===== src/rtl/operand_stream_tx_pkg.sv =====
// Shared types and helpers for the operand stream transmitter.
// Holds the FSM encoding, buffer depth and width helpers.
package operand_stream_tx_pkg;

    typedef enum logic [1:0] {
        IDLE,
        RUN,
        DONE
    } state_t;

    localparam int FIFO_DEPTH = 2;

    function automatic int addr_width(input int depth);
        return (depth > 1) ? $clog2(depth) : 1;
    endfunction

    function automatic int occ_width(input int depth);
        return $clog2(depth + 1);
    endfunction

endpackage


===== src/rtl/stream_skid_fifo.sv =====
// Two-entry FIFO used as the output skid buffer of an operand stream.
// The head entry is a register, so dout never depends on pop.
module stream_skid_fifo
    import operand_stream_tx_pkg::*;
#(
    parameter int WIDTH = 16
) (
    input  logic                               clk,
    input  logic                               rst_n,
    input  logic                               push,
    input  logic [WIDTH-1:0]                   din,
    input  logic                               pop,
    output logic [WIDTH-1:0]                   dout,
    output logic [occ_width(FIFO_DEPTH)-1:0]   occ
);

    localparam int OW = occ_width(FIFO_DEPTH);

    logic [WIDTH-1:0] head;
    logic [WIDTH-1:0] tail;

    always_ff @(posedge clk) begin
        if (!rst_n) begin
            head <= '0;
            tail <= '0;
            occ  <= '0;
        end else begin
            case ({push, pop})
                2'b10: begin
                    if (occ == '0) head <= din;
                    else           tail <= din;
                    occ <= occ + OW'(1);
                end
                2'b01: begin
                    head <= tail;
                    occ  <= occ - OW'(1);
                end
                2'b11: begin
                    // simultaneous write and pop keeps occupancy constant
                    if (occ == OW'(1)) begin
                        head <= din;
                    end else begin
                        head <= tail;
                        tail <= din;
                    end
                end
                default: ;
            endcase
        end
    end

    assign dout = head;

endmodule


===== src/rtl/operand_stream_tx.sv =====
// Operand stream transmitter: reads a word list from a 1-cycle memory
// and presents it on a valid/ready port through a 2-entry skid buffer.
module operand_stream_tx
    import operand_stream_tx_pkg::*;
#(
    parameter int DATA_WIDTH = 16,
    parameter int MEM_HEIGHT = 1 << 16,
    parameter int LEN_WIDTH  = 20
) (
    input  logic                                clk,
    input  logic                                arst_n_in,
    input  logic                                start,
    input  logic [addr_width(MEM_HEIGHT)-1:0]   base_addr,
    input  logic [LEN_WIDTH-1:0]                length,
    output logic                                busy,
    output logic                                done,
    output logic                                mem_re,
    output logic [addr_width(MEM_HEIGHT)-1:0]   mem_read_addr,
    input  logic [DATA_WIDTH-1:0]               mem_qout,
    output logic [DATA_WIDTH-1:0]               tx_data,
    output logic                                tx_valid,
    input  logic                                tx_ready
);

    localparam int AW = addr_width(MEM_HEIGHT);
    localparam int OW = occ_width(FIFO_DEPTH);

    state_t               state;
    state_t               state_nxt;
    logic [AW-1:0]        base_q;
    logic [LEN_WIDTH-1:0] len_q;
    logic [LEN_WIDTH-1:0] issued_cnt;
    logic [LEN_WIDTH-1:0] sent_cnt;
    logic                 inflight;
    logic                 pop;
    logic                 room;
    logic [OW-1:0]        occ;
    logic [OW:0]          pending;
    logic                 accept;

    assign pop    = tx_valid & tx_ready;
    assign accept = (state == IDLE) & start;

    // words already owed to the buffer once this cycle's pop retires
    assign pending = {1'b0, occ}
                   + (OW + 1)'(inflight)
                   - (OW + 1)'(pop);
    assign room    = pending < (OW + 1)'(FIFO_DEPTH);

    assign mem_re        = (state == RUN) & (issued_cnt < len_q) & room;
    assign mem_read_addr = base_q + issued_cnt[AW-1:0];

    assign busy     = (state == RUN);
    assign done     = (state == DONE);
    assign tx_valid = (occ != '0);

    always_comb begin
        state_nxt = state;
        unique case (state)
            IDLE: begin
                if (start) state_nxt = (length == '0) ? DONE : RUN;
            end
            RUN: begin
                if (pop && (sent_cnt + LEN_WIDTH'(1) == len_q))
                    state_nxt = DONE;
            end
            DONE:    state_nxt = IDLE;
            default: state_nxt = IDLE;
        endcase
    end

    always_ff @(posedge clk) begin
        if (!arst_n_in) begin
            state      <= IDLE;
            base_q     <= '0;
            len_q      <= '0;
            issued_cnt <= '0;
            sent_cnt   <= '0;
            inflight   <= 1'b0;
        end else begin
            state    <= state_nxt;
            inflight <= mem_re;
            if (accept) begin
                base_q     <= base_addr;
                len_q      <= length;
                issued_cnt <= '0;
                sent_cnt   <= '0;
            end else begin
                if (mem_re) issued_cnt <= issued_cnt + LEN_WIDTH'(1);
                if (pop)    sent_cnt   <= sent_cnt + LEN_WIDTH'(1);
            end
        end
    end

    stream_skid_fifo #(
        .WIDTH (DATA_WIDTH)
    ) u_fifo (
        .clk   (clk),
        .rst_n (arst_n_in),
        .push  (inflight),
        .din   (mem_qout),
        .pop   (pop),
        .dout  (tx_data),
        .occ   (occ)
    );

endmodule


===== config.mk =====
export PLATFORM = sky130hd
export DESIGN_NAME = operand_stream_tx
export DESIGN_NICKNAME = d
export VERILOG_FILES = /design/src/rtl/operand_stream_tx_pkg.sv /design/src/rtl/stream_skid_fifo.sv /design/src/rtl/operand_stream_tx.sv
export SDC_FILE = /design/constraint.sdc
export NUM_CORES = 1
export LEC_CHECK = 0
export CAP_MARGIN = 20
export CORE_AREA = 3 3 133 103
export DETAILED_ROUTE_END_ITERATION = 10
export DIE_AREA = 0 0 136 106
export PLACE_DENSITY = 0.79
export SYNTH_ARGS = -nofsm -noshare
export SYNTH_HDL_FRONTEND = slang
export SYNTH_HIERARCHICAL = 1
export SYNTH_SLANG_ARGS = --single-unit
export TNS_END_PERCENT = 20

===== constraint.sdc =====
create_clock -name clk -period 6.2 [get_ports clk]
set_clock_uncertainty 0.05 [all_clocks]
set_input_delay 1.86 -clock clk [delete_from_list [all_inputs] [get_ports clk]]
set_output_delay 1.86 -clock clk [all_outputs]
set_load 0.1 [all_outputs]

=== Yosys cells after proc, flatten, opt, wreduce, memory -nomap -nowiden ===
Cells that the tools add are included.

* Register bits after elaboration: 113
* Output and inout port bits: 36
* Word-level logic and storage cells: 58

* Add/subtract/negate cells: 7
* Magnitude comparators: 2
* Equal/unequal tests: 12
* Mux-type cells: 11
* Bitwise gates (word level): 5
* Reduce and logical (&&, ||, !) cells: 12

{| class="wikitable"
|+ Operators by type and width
! cell !! count
|-
| $mux 16 || 4
|-
| $pmux 16 s3 || 1
|-
| $add 20x1->20 const B || 2
|-
| $pmux 16 s2 || 1
|-
| $eq 20x20->1 || 1
|-
| $logic_not 20->1 || 1
|-
| $lt 20x20->1 || 1
|-
| $add 16x16->16 || 1
|-
| $pmux 2 s2 || 2
|-
| $eq 2x1->1 const B || 3
|-
| $eq 2x2->1 const B || 3
|-
| $mux 2 || 3
|-
| $ne 2x2->1 const B || 3
|-
| $reduce_bool 2->1 || 3
|-
| $and 1x1->1 || 4
|-
| $logic_not 2->1 || 2
|-
| $ne 2x1->1 const B || 2
|-
| $reduce_and 2->1 || 2
|-
| $add 2x1->3 || 1
|-
| $lt 3x2->1 const B || 1
|-
| $reduce_and 3->1 || 1
|-
| $reduce_bool 3->1 || 1
|-
| $sub 3x1->3 || 1
|-
| $add 2x1->2 const B || 1
|-
| 4 further kinds || 4
|}

=== Longest topological paths before layout ===
* Word-level depth: 5
* Depth in mapped cells: 14
* Depth with buffers taken out: 13

=== Modules after synthesis ===
Netlist, hierarchy kept.

{| class="wikitable"
|+ By module, submodules not included
! module !! times used !! cells an instance !! area each (µm²)
|-
| operand_stream_tx || 1 || 650 || 5136.2
|-
| stream_skid_fifo || 1 || 194 || 1682.9
|}

=== Worst setup path before layout ===
Ideal clock, no wire load.

* Path kind: input to output
* From: input port tx_ready
* To: output port mem_re
* Arrival time: 4.692 ns
* Data required time: 4.290 ns
* Slack: -0.402 ns
* Cell stages on the path: 11
* Cell sequence: nand2_1 inv_1 clkbuf_1 ha_1 nand2b_1 fa_1 xnor2_1 nand4b_1 a21oi_1 nand2_1 inv_1

* Word-level cells in the longest chain between the ends: 4

{| class="wikitable"
|+ RTL lines
! what !! line !! text
|-
| from (decl) || operand_stream_tx.sv:22 || <nowiki>input logic tx_ready</nowiki>
|-
| $and 1x1->1 || operand_stream_tx.sv:41 || <nowiki>assign pop = tx_valid & tx_ready;</nowiki>
|-
| via pop || operand_stream_tx.sv:35 || <nowiki>logic pop;</nowiki>
|-
| $sub 3x1->3 || operand_stream_tx.sv:47 || <nowiki>- (OW + 1)'(pop);</nowiki>
|-
| $lt 3x2->1 || operand_stream_tx.sv:48 || <nowiki>assign room = pending < (OW + 1)'(FIFO_DEPTH);</nowiki>
|-
| $and 1x1->1 || operand_stream_tx.sv:50 || <nowiki>assign mem_re = (state == RUN) & (issued_cnt < len_q) & room;</nowiki>
|-
| to (decl) || operand_stream_tx.sv:17 || <nowiki>output logic mem_re,</nowiki>
|}

The timed path passes the listed nets, and every way through them passes these cells.

=== Worst setup path after layout ===
* From: input port tx_ready
* To: output port mem_re

* Word-level cells in the longest chain between the ends: 4

{| class="wikitable"
|+ RTL lines
! what !! line
|-
| $and 1x1->1 || operand_stream_tx.sv:41
|-
| $sub 3x1->3 || operand_stream_tx.sv:47
|-
| $lt 3x2->1 || operand_stream_tx.sv:48
|-
| $and 1x1->1 || operand_stream_tx.sv:50
|}

Every way passes these cells.

==> results.py <==
metrics = {
    "power_and_ir_drop": {
        "p_per_area_nw_per_um2": 346.6,
        "peakVddDrop_uv": 277.6,
        "switching_power_mw": 1.168,
        "switching_share_pct": 39.98,
        "finalPower_mw": 2.921,
        "cell_internal_pwr_mw": 1.753,
        "p_seq_share_pct": 29.8,
        "comb_power_share_pct": 36.3,
        "power_frac_clock_pct": 33.9,
        "total_leakage_power_nw": 3.098,
    },
    "final_layout": {
        "nNetsFinal": 1022,
        "n_antenna_cell": 0,
        "fillCellCount": 1007,
        "final_cell_mix": "118 x nand2_1, 113 x dfxtp_1, 82 x clkdlybuf4s50_1",
        "layout_commonest_cell": "nand2_1",
        "multi_input_area_um2": 4197,
        "seqCellArea_um2": 2262,
        "final_layout_size_suffix_gt1_share_pct": 8.253,
        "stdcell_count": 1099,
        "area_delta_synth_final_pct": 23.60,
    },
    "critical_path": {
        "arrival_ns": 4.19,
        "worstPathRequired_ns": 4.29,
        "cpPeakStageDelay_ns": 0.53,
        "crit_path_top_delay_cell": "fa_2",
        "crit_fanout": 2,
        "path_buf_inv": 4,
        "startpoint_type": "primary input",
        "cp_top_family": "buffers and inverters",
        "critPathCaptureType": "output port",
        "criticalPathCategory": "in -> out",
        "cp_cell_sequence": "clkdlybuf4s50_1, nand2_1, inv_1, ha_1, nand2b_1, fa_2, nand4b_1, a21oi_2, nand2_2, clkinvlp_4, buf_12",
    },
    "global_route": {
        "grt_pass1_wl_um": 29960,
        "grt-ovfl-total": 0,
        "grt_pass1_vias": 6036,
        "grt_max_degree": 42,
        "grt_usage_pct": 25.65,
        "antenna_found_initial": 0,
    },
    "cts": {
        "tritoncts": "built",
        "cts_buffers": 17,
        "htree_num_levels": 4,
        "path_clk_slew_ns": 0.05,
        "clock_latency_ns": 0.41,
        "cts.sinks": 113,
        "clockBufferDepth": 2,
        "root_buffer": "clkbuf_16",
    },
    "logic_synthesis": {
        "synth.avg_cell_area_um2": 8.079,
        "synth.largest_area_cell": "dfxtp_1",
        "synthAdderAreaFrac_pct": 8.661,
        "synth_ff_type": "dfxtp_1",
        "synth.distinct_cells": 60,
        "syn_inst": 844,
        "synth-simple-area-share_pct": 22.46,
        "synthTopCellsByArea": "dfxtp_1 33%, ha_1 8.1%, nand2_1 6.6%",
        "synth_edf_count": 0,
        "syn_nets": 946,
        "yosys_register_bits": 113,
        "syn-cell-area_um2": 6819,
        "ys_seq_area_share_pct": 33.17,
        "synth_xor_area_share_pct": 8.716,
        "async_reset_ff_share_pct": 0,
        "synth_mux_area_share_pct": 0.4404,
        "synth_top_family_by_area": "simple AND/OR/NAND/NOR gates",
        "synth_top_area_share_pct": 33.17,
        "synth_warnings": 6,
        "synth-compound-area-share_pct": 21.03,
    },
    "floorplan": {
        "core_um2": 12350,
        "initial_core_util_pct": 55.22,
        "rows": 35,
        "die_x_um": 136,
        "io_pins": 92,
        "die_h_um": 106,
        "dieArea_um2": 14420,
    },
    "routing": {
        "drtIter0Drc": 486,
        "viasPerCell": 5.845,
        "drc": 0,
        "dr.pass1.iters": 7,
        "postRouteAntennaNets": 0,
        "drt_wl_total_um": 18290,
        "wl_per_cell_um": 16.64,
        "vias": 6424,
    },
    "place": {
        "gp_congestion": 0.8820,
        "dp_hpwl_um": 12750,
        "numPortBuffers": 91,
        "dp.cells": 1066,
    },
    "timing": {
        "final_hold_viol_count": 0,
        "slew_viol_final": 0,
        "fin_crit_sh_pct": 98.43,
        "worst_pin_slew_ns": 1.014,
        "rsz0062_at_grt": "false",
        "whs_ns": 0.4191,
        "finalSetupViolations": 0,
        "fmax_mhz": 163.9,
        "min_period_ns": 6.102,
        "finalSetupTns_ns": 0,
        "relSlewSlack_pct": 32.12,
    },
    "worst_hold_path": {
        "hold_path_class": "reg -> reg",
    },
    "run_status": {
        "status": "complete, no violations",
    },
    "job": {
        "cap_violations": 0,
    },
}
-- timing repair --
item	in CTS	in global routing
hold buffers	0	0
resized for setup	0	3
hold endpoints to repair	0	0
buffers inserted	0	1
setup endpoints to repair	0	1
-- cell families after synthesis --
kind of cell    Yosys count
buf+inv                  88
xor+xnor                 67
mux                       3
flops                   113
compound gates          213
simple gates            314
fa+ha+maj                46
-- per-stage QoR --
| step | worst slack (ns) | utilization, % | area [µm²] |
|---|---|---|---|
| floorplan | 0.07427 | - | 6828 |
| global placement | 0.1028 | 63.06 | 7787 |
| detailed placement | 0.06701 | 63.28 | 7815 |
| CTS | 0.01833 | 68.09 | 8408 |
| global route | 0.02113 | 68.25 | 8428 |
| finish | 0.09751 | 68.25 | 8428 |
-- power groups by stage --
| stage | clock [mW] | sequential, mW | combinational, mW |
|---|---|---|---|
| floorplan | 0 | 1.18 | 0.485 |
| global placement | 0 | 0.881 | 1.02 |
| detailed placement | 0 | 0.882 | 1.04 |
| CTS | 0.994 | 0.869 | 1.04 |
| global route | 1.03 | 0.879 | 1.12 |
| finish | 0.991 | 0.870 | 1.06 |
-- synthesized netlist by cell type, drive strengths merged (9+ instances only) --
library cell,instances
nor4,13
a21oi,66
nand4,17
buf,23
nand3,51
inv,42
clkbuf,22
nand2b,9
nor2,46
o21ai,45
ha,44
or4,10
xor2,16
nand2,119
a311oi,16
a21boi,38
dfxtp,113
or3,9
xnor2,51
nor3,12
a21o,9
-- flip-flops by register name (all words and copies together) (netlist names) --
name / cells
issued_cnt: 20
len_q: 20
sent_cnt: 20
base_q: 16
u_fifo/dout: 16
u_fifo/tail: 16
state: 2
u_fifo/occ: 2
inflight: 1
-- worst reg2reg max path, delay by kind of cell (launching register included) --
family | cells | cell delay, ns
and+or+nand+nor | 6 | 1.74
buffers and inverters | 3 | 0.34
DFF | 1 | 0.39
AOI/OAI and AO/OA | 2 | 0.39
adders and majority gates | 2 | 0.81
-- routing by layer --
layer / part of all wire (%) / GRT usage [%]
met4: 2.5 / 9.712
met1: 47 / 37.04
met2: 43 / 37.70
met5: 0 / 0
met3: 7.6 / 4.920
-- cell type report --
class	instances	share of cell area [%]
Clock buffer	18	5.092
Clock inverter	14	1.945
Inverter	43	1.960
Multi-Input combinational cell	643	49.79
Sequential cell	113	26.84
Tap cell	166	2.464
Timing Repair Buffer	102	11.91
-- worst paths after layout --
path,from,endpoint,slack (ns),cells after the start
setup reg to reg,u_fifo/occ[1],issued_cnt[11],2.41,13
setup / recovery,tx_ready,mem_re,0.1,11
hold / removal,base_q[8],base_q[8],0.42,2
hold reg to reg,base_q[8],base_q[8],0.42,2
(Power assumes the default switching activity.)
